==> src/rtl/mmio_bridge.sv <==
// mmio_bridge: CPU data-port decoder that maps the top 8 words to board I/O and forwards the rest to RAM.
// Define MMIO_TIMER_EN to build the free-running 9-bit cycle timer at offset 4.
module mmio_bridge #(
    parameter int                g_ADDR      = 11,
    parameter int                g_WIDTH     = 9,
    parameter logic [g_ADDR-1:0] g_IO_BASE   = 11'h7F8,
    parameter int                g_DEBOUNCE  = 50000,
    parameter int                g_DB_BITS   = 16,
    parameter logic [7:0]        g_LED_RESET = 8'b10011001
) (
    input  logic               i_clk,
    input  logic               i_rst,
    input  logic               i_ram_en,
    input  logic               i_ram_we,
    input  logic               i_ram_re,
    input  logic [g_ADDR-1:0]  i_ram_addr,
    input  logic [g_WIDTH-1:0] i_ram_data,
    output logic [g_WIDTH-1:0] o_ram_data,
    output logic               o_mem_en,
    output logic               o_mem_we,
    output logic               o_mem_re,
    output logic [g_ADDR-1:0]  o_mem_addr,
    output logic [g_WIDTH-1:0] o_mem_data,
    input  logic [g_WIDTH-1:0] i_mem_data,
    input  logic [7:0]         i_sw,
    input  logic [4:0]         i_btn,
    output logic [7:0]         o_led
);
    logic hit, rd, wr;
    logic [2:0] off;
    logic [7:0] sw_s1_q, sw_s2_q;
    logic [4:0] btn_s1_q, btn_s2_q, btn_db_q, btn_db_d, evt_q, evt_d;
    logic [g_DB_BITS-1:0] cnt_q [5];
    logic [g_DB_BITS-1:0] cnt_d [5];
    logic [g_WIDTH-1:0] led_q, led_d, rdata_q, rdata_d, io_rdata;
    logic sel_q, sel_d;

    assign hit = i_ram_addr[g_ADDR-1:3] == g_IO_BASE[g_ADDR-1:3];
    assign off = i_ram_addr[2:0];
    assign rd  = i_ram_en & i_ram_re;
    assign wr  = i_ram_en & i_ram_we;

    assign o_mem_en   = i_ram_en & ~hit;
    assign o_mem_we   = i_ram_we & ~hit;
    assign o_mem_re   = i_ram_re & ~hit;
    assign o_mem_addr = i_ram_addr;
    assign o_mem_data = i_ram_data;

`ifdef MMIO_TIMER_EN
    logic [8:0] tmr_q, tmr_d;
    assign tmr_d = (wr && hit && off == 3'd4) ? i_ram_data[8:0] : tmr_q + 9'd1;
    always_ff @(posedge i_clk or posedge i_rst)
        if (i_rst) tmr_q <= '0;
        else       tmr_q <= tmr_d;
`endif

    always_comb begin
        btn_db_d = btn_db_q;
        for (int i = 0; i < 5; i++) begin
            cnt_d[i] = '0;
            if (btn_s2_q[i] != btn_db_q[i]) begin
                if (cnt_q[i] == g_DB_BITS'(g_DEBOUNCE - 1)) btn_db_d[i] = ~btn_db_q[i];
                else cnt_d[i] = cnt_q[i] + 1'b1;
            end
        end
    end

    always_comb begin
        io_rdata = '0;
        case (off)
            3'd0: io_rdata = led_q;
            3'd1: io_rdata = g_WIDTH'(sw_s2_q);
            3'd2: io_rdata = g_WIDTH'(btn_db_q);
            3'd3: io_rdata = g_WIDTH'(evt_q);
`ifdef MMIO_TIMER_EN
            3'd4: io_rdata = g_WIDTH'(tmr_q);
`endif
            default: io_rdata = '0;
        endcase
    end

    // A fresh rising edge re-sets its flag even when the same cycle clears it.
    assign evt_d   = (evt_q & ~((rd && hit && off == 3'd3) ? evt_q : 5'b0)) | (btn_db_d & ~btn_db_q);
    assign led_d   = (wr && hit && off == 3'd0) ? i_ram_data : led_q;
    assign rdata_d = (rd && hit) ? io_rdata : rdata_q;
    assign sel_d   = rd ? hit : sel_q;

    assign o_ram_data = sel_q ? rdata_q : i_mem_data;
    assign o_led      = led_q[7:0];

    always_ff @(posedge i_clk or posedge i_rst)
        if (i_rst) begin
            sw_s1_q  <= '0;
            sw_s2_q  <= '0;
            btn_s1_q <= '0;
            btn_s2_q <= '0;
            btn_db_q <= '0;
            evt_q    <= '0;
            led_q    <= g_WIDTH'(g_LED_RESET);
            rdata_q  <= '0;
            sel_q    <= 1'b0;
            for (int i = 0; i < 5; i++) cnt_q[i] <= '0;
        end else begin
            sw_s1_q  <= i_sw;
            sw_s2_q  <= sw_s1_q;
            btn_s1_q <= i_btn;
            btn_s2_q <= btn_s1_q;
            btn_db_q <= btn_db_d;
            evt_q    <= evt_d;
            led_q    <= led_d;
            rdata_q  <= rdata_d;
            sel_q    <= sel_d;
            for (int i = 0; i < 5; i++) cnt_q[i] <= cnt_d[i];
        end
endmodule

==> config.mk <==
export PLATFORM = sky130hd
export DESIGN_NAME = mmio_bridge
export DESIGN_NICKNAME = d
export VERILOG_FILES = /design/src/rtl/mmio_bridge.sv
export SDC_FILE = /design/constraint.sdc
export NUM_CORES = 1
export LEC_CHECK = 0
export CAP_MARGIN = 20
export CORE_AREA = 10 10 124 126
export DETAILED_ROUTE_END_ITERATION = 16
export DIE_AREA = 0 0 134 136
export GPL_TIMING_DRIVEN = 0
export PLACE_DENSITY = 0.75
export SETUP_SLACK_MARGIN = 0.15
export SLEW_MARGIN = 10
export SYNTH_ARGS = -nofsm -noshare
export SYNTH_HDL_FRONTEND = slang
export SYNTH_SLANG_ARGS = --single-unit
==> constraint.sdc <==
create_clock -name i_clk -period 4.8 [get_ports i_clk]
set_input_delay 0.96 -clock i_clk [delete_from_list [all_inputs] [get_ports i_clk]]
set_output_delay 0.96 -clock i_clk [all_outputs]
set_load 0.01 [all_outputs]
==> impl_metrics.yaml, run 1 <==
clock_tree:
  htree_levels: 4
  root_buffer: "clkbuf_16"
  clk_latency_ns: 0.42
  cts_buffer_depth: 2
  holdBufCountCts: 0
  clk_pin_slew_ns: 0.05
  cts_tree: "yes"
  numCtsBuffers: 17
  cts_resized: 0
  cts_setup_buffers: 0
  numClockSinks: 135
timing:
  fin_skew_ns: 0.00750
  min_period_ns: 3.48
  rsz0062_at_grt: "false"
  tns_ns: 0
  holdWs_ns: 0.344
  fin_ws_ns: 1.32
  fmax_mhz: 287
  hold_viol_final: 0
  slew_headroom: 0.528
  drv_slew: 0
  period_share: 0.725
  setup_viol: 0
  worst_pin_slew_ns: 0.704
finish:
  fillers: 1045
  drive_above_1_share: 0.153
  final_cells: 870
  area_growth_syn_to_layout_pct: 27.0
  fin_nets: 733
  diodes: 0
worst_setup_path:
  crit_required_ns: 3.84
  critical_path_arrival_ns: 2.52
  r2r_setup_slack_ns: 2.87
  crit_path_max_fanout: 5
  crit_top_cell: "clkdlybuf4s50_1"
  cp_cell_sequence: "clkdlybuf4s50_1 > nand4_1 > nor2_1 > nor2b_1 > clkdlybuf4s50_1"
  cpPeakStageDelay_ns: 0.50
  startpoint_type: "input pin"
  slowest_stage: "clkdlybuf4s50_1"
  crit_type: "input pin to primary output"
  cp-end-kind: "primary output"
route:
  drc: 0
  wl_per_cell_um: 15.6
  viasPerCell: 5.32
  routed_wl_um: 13600
  dr.pass1.iters: 5
  vias: 4626
  first_iter_violations: 256
  antenna_left: 0
synthesis:
  syn_nets: 629
  ys_warn_count: 0
  synthTopCellsByCount: "dfrtp_1, nor2_1, xnor2_1, nand3_1"
  synth_cells: 577
  synth.avg_cell_area_um2: 10.9
  yosys.area.top_type_share: 0.523
  ys.flop_type: "dfrtp_1"
  mappedNetlistArea_um2: 6270
  yosysMostFrequentCell: "dfrtp_1"
  synth_edf_count: 0
  synthTopCellsByArea: "dfrtp_1, xnor2_1, nor2_1"
  synth.yosys.seq_area_share: 0.539
  synthArstFlopShare: 1.00
  yosys.area.top_type: "dfrtp_1"
  yosys.cell_types.count: 42
  synth_seq_cells: 135
status:
  run_status: "finished, final reports clean"
placement:
  hpwl_um: 9680
  io_buffers: 83
  gp_congestion: 0.834
  dp.cells: 838
  pre_cts_slack_ns: 1.30
global_routing:
  grt_max_degree: 79
  grt_first_pass_wirelength_um: 23000
  grt_pass1_vias: 4748
  grt_usage: 0.154
  antenna_found_initial: 0
  overflow: 0
die:
  die_h_um: 136
  core_um2: 13000
  initial_core_util: 0.483
  floorplan.io_pins: 87
  die_w_um: 134
  die-area_um2: 18200
  row_count: 42
flow_run:
  cap_violations: 0
hold_path:
  hold_path_class: "flop to flop"
pwr:
  peakVddDrop_mv: 0.277
  leakage_uw: 0.00336
  p_per_area_nw_per_um2: 335
  total_power_uw: 2670
==> cell type report <==
class,count,area [um^2],share of cell area
repair buffers,85,863,0.108
clock buffers,24,482,0.0605
clock inverters,8,121,0.0152
inverters,24,95.1,0.0119
plain buffers,38,267,0.0335
well taps,176,220,0.0276
multi-input cells,380,2530,0.318
flip-flops and latches,135,3380,0.425
==> cells by family after synthesis <==
| group | count (synthesis) | share of synthesized area |
|---|---|---|
| flops | 135 | 0.539 |
| mux | 30 | 0.0622 |
| compound gates | 23 | 0.0293 |
| fa+ha+maj | 5 | 0.00997 |
| buf+inv | 62 | 0.0568 |
| xor+xnor | 71 | 0.0991 |
| simple gates | 251 | 0.203 |
==> sequential cells by signal, indices dropped and copies added, names as in the netlist <==
signal,flops
cnt_q,80
led_q,9
rdata_q,9
sw_s1_q,8
sw_s2_q,8
btn_db_q,5
btn_s1_q,5
btn_s2_q,5
evt_q,5
sel_q,1
==> path summary, 6_finish.rpt <==
| check | cells past startpoint | start | to |
|---|---|---|---|
| min in group asynchronous | 2 | i_rst | cnt_q[47] |
| worst min register to register | 0 | sw_s1_q[6] | sw_s2_q[6] |
| worst min-delay path | 0 | sw_s1_q[6] | sw_s2_q[6] |
| worst max-delay path | 5 | i_ram_addr[9] | o_mem_re |
| worst max register to register | 6 | cnt_q[32] | cnt_q[41] |
| max in group asynchronous | 3 | i_rst | led_q[7] |
==> metal layers <==
| layer | part of all wire | up-vias | track usage | wire, um |
|---|---|---|---|---|
| met5 | 0 | - | 0 | 0 |
| li1 | - | 2190 | - | - |
| met2 | 0.49 | 121 | 0.254 | 6640 |
| met4 | 0.020 | 0 | 0.0726 | 272 |
| met3 | 0.046 | 28 | 0.0358 | 632 |
| met1 | 0.44 | 2287 | 0.189 | 6050 |
==> where the power goes <==
part / switching [uW] / leakage (uW) / internal (uW)
sequential: 16.9 / 0.00177 / 1160
clock: 463 / 0.000294 / 856
combinational: 75.7 / 0.00129 / 91.5
total: 556 / 0.00336 / 2110
==> worst max-delay path, delay by kind of cell <==
kind / cells / cell delay, ns
and+or+nand+nor: 3 / 0.58
buffers and inverters: 2 / 0.98
==> per-stage QoR <==
| stage | instance area [um^2] | utilization |
|---|---|---|
| 4_1_cts | 7970 | 0.614 |
| 2_1_floorplan | 6270 | - |
| 5_1_grt | 7970 | 0.614 |
| 3_5_place_dp | 7360 | 0.567 |
| 3_3_place_gp | 7320 | 0.564 |
| 6_report | 7970 | 0.614 |
==> placed cells by master (no fill, tap or decap), drive strengths merged, types with 11 or more instances in the layout <==
cell type and instances:
and3 11, buf 38, clkbuf 26, clkdlybuf4s50 83, dfrtp 131, inv 24
mux2 22, nand2 29, nand3 36, nand4 23, nor2 84, nor3 20
nor4 24, xnor2 51, xor2 20
No activity file was read; power rests on OpenSTA's default activity.
==> run 2, diff against run 1 <==
Settings changed: CORE_AREA 10 10 124 126 to 10 10 118 120, DIE_AREA 0 0 134 136 to 0 0 128 130, PLACE_DENSITY 0.75 to 0.79.
Clock period 4.8 ns to 3.35 ns, I/O delays scaled along.
==> impl_metrics.yaml, run 2 (same netlist as run 1, synthesis figures left out) <==
status:
  run_status: "finished, final reports clean"
worst_setup_path:
  startpoint_type: "input pin"
  cp_cell_sequence: "clkdlybuf4s50_1 > nand4_1 > nor2_1 > nor2b_1 > clkdlybuf4s50_1"
  crit_top_cell: "clkdlybuf4s50_1"
  critical_path_arrival_ns: 2.23
  r2r_end: "cnt_q[62]"
  cp-startpoint: "i_ram_addr[8]"
  cp-end-kind: "primary output"
  reg2regPathDepth: 5
  crit_path_max_fanout: 5
  cpPeakStageDelay_ns: 0.50
  reg2reg_from: "cnt_q[60]"
  crit_required_ns: 2.68
  crit_path_end: "o_mem_en"
  slowest_stage: "clkdlybuf4s50_1"
  r2r_setup_slack_ns: 1.45
  crit_type: "input pin to primary output"
placement:
  hpwl_um: 9970
  gp_congestion: 0.860
  pre_cts_slack_ns: 0.456
  post_dp_cell_area_um2: 7380
  io_buffers: 83
timing:
  fmax_mhz: 345
  hold_viol_final: 0
  slew_headroom: 0.572
  worst_pin_slew_ns: 0.639
  fin_ws_ns: 0.455
  holdWs_ns: 0.343
  setup_viol: 0
  fin_skew_ns: 0.00757
  period_share: 0.864
  drv_slew: 0
  rsz0062_at_grt: "false"
  min_period_ns: 2.90
die:
  row_count: 40
  initial_core_util: 0.536
  core_um2: 11700
  die_w_um: 128
  floorplan.io_pins: 87
  die_h_um: 130
  die-area_um2: 16600
finish:
  final_util: 0.684
  top_register: "cnt_q"
  layout_common_cells: "dfrtp_1, nor2_1, clkdlybuf4s50_1, xnor2_1, nand3_1"
  largestRegisters: "cnt_q (80), led_q (9), rdata_q (9)"
  stdcell_area_um2: 8010
  fin_nets: 736
  diodes: 0
  largest_register_ffs: 80
  area_growth_syn_to_layout_pct: 27.6
  drive_above_1_share: 0.162
  layout_commonest_cell: "dfrtp_1"
flow_run:
  cap_violations: 0
clock_tree:
  numClockSinks: 135
  htree_levels: 4
  clk_pin_slew_ns: 0.06
  cts_resized: 0
  root_buffer: "clkbuf_16"
  numCtsBuffers: 17
  holdBufCountCts: 0
  clk_latency_ns: 0.42
  cts_buffer_depth: 2
  cts_tree: "yes"
  cts_setup_buffers: 0
global_routing:
  grt_util_met3: 0.0471
  top_usage_layer: "met2"
  grt_max_degree: 40
  grt_usage: 0.173
  overflow: 0
  antenna_found_initial: 0
  met1_usage: 0.206
  grt_first_pass_wirelength_um: 23400
  use_met2: 0.291
  grt_pass1_vias: 4864
route:
  first_iter_violations: 314
  wl_per_cell_um: 16.4
  drc: 0
  vias: 4639
  antenna_left: 0
  viasPerCell: 5.50
  routed_wl_um: 13900
  dr.pass1.iters: 4
pwr:
  p_comb_frac: 0.063
  clockPowerShare: 0.504
  p_int_uw: 3080
  peakVddDrop_mv: 0.376
  share_seq_of_total_power: 0.433
  leakage_uw: 0.00339
  p_switching_uw: 826
  p_per_area_nw_per_um2: 488
  swShare: 0.211
hold_path:
  hold_path_class: "flop to flop"
  min_path_cells: 0
## run 2: power by group through the flow
stage | Combinational, uW | Sequential (uW) | Clock, uW
floorplan | 118 | 1710 | 0
global placement | 233 | 1720 | 0
detailed placement | 252 | 1720 | 0
CTS | 253 | 1690 | 1990
global route | 273 | 1690 | 2070
finish | 248 | 1690 | 1970
## run 2: layout make-up
cell class	count	area (um^2)
clock buffers	19	453
repair buffers	88	916
multi-input cells	380	2530
plain buffers	38	267
clock inverters	13	178
fillers	856	3700
inverters	24	93.8
flip-flops and latches	135	3380
well taps	147	184
## run 2: stage by stage
step                cells  power (uW)  setup TNS, ns
floorplan             577        1830              0
global placement      807        1950          -9.43
detailed placement    812        1970              0
CTS                   844        3930              0
global route          844        4030              0
finish                844        3910              0
## run 2: critical path, delay by kind of cell
kind | cells | cell delay (ns)
simple gates | 3 | 0.55
buf+inv | 2 | 1.00
## run 2: routing by layer
layer,up-vias,part of all wire
met5,-,0
met4,0,0.015
met3,22,0.060
met2,140,0.50
met1,2291,0.42
li1,2186,-
## run 2: worst min path at each step
stage	from	to	slack [ns]
detailed placement	btn_s1_q[4]	btn_s2_q[4]	0.33
finish	btn_s1_q[4]	btn_s2_q[4]	0.34
floorplan	btn_s1_q[0]	btn_s2_q[0]	0.33
global route	sw_s1_q[6]	sw_s2_q[6]	0.35
global placement	sw_s1_q[6]	sw_s2_q[6]	0.33
CTS	btn_s1_q[4]	btn_s2_q[4]	0.35
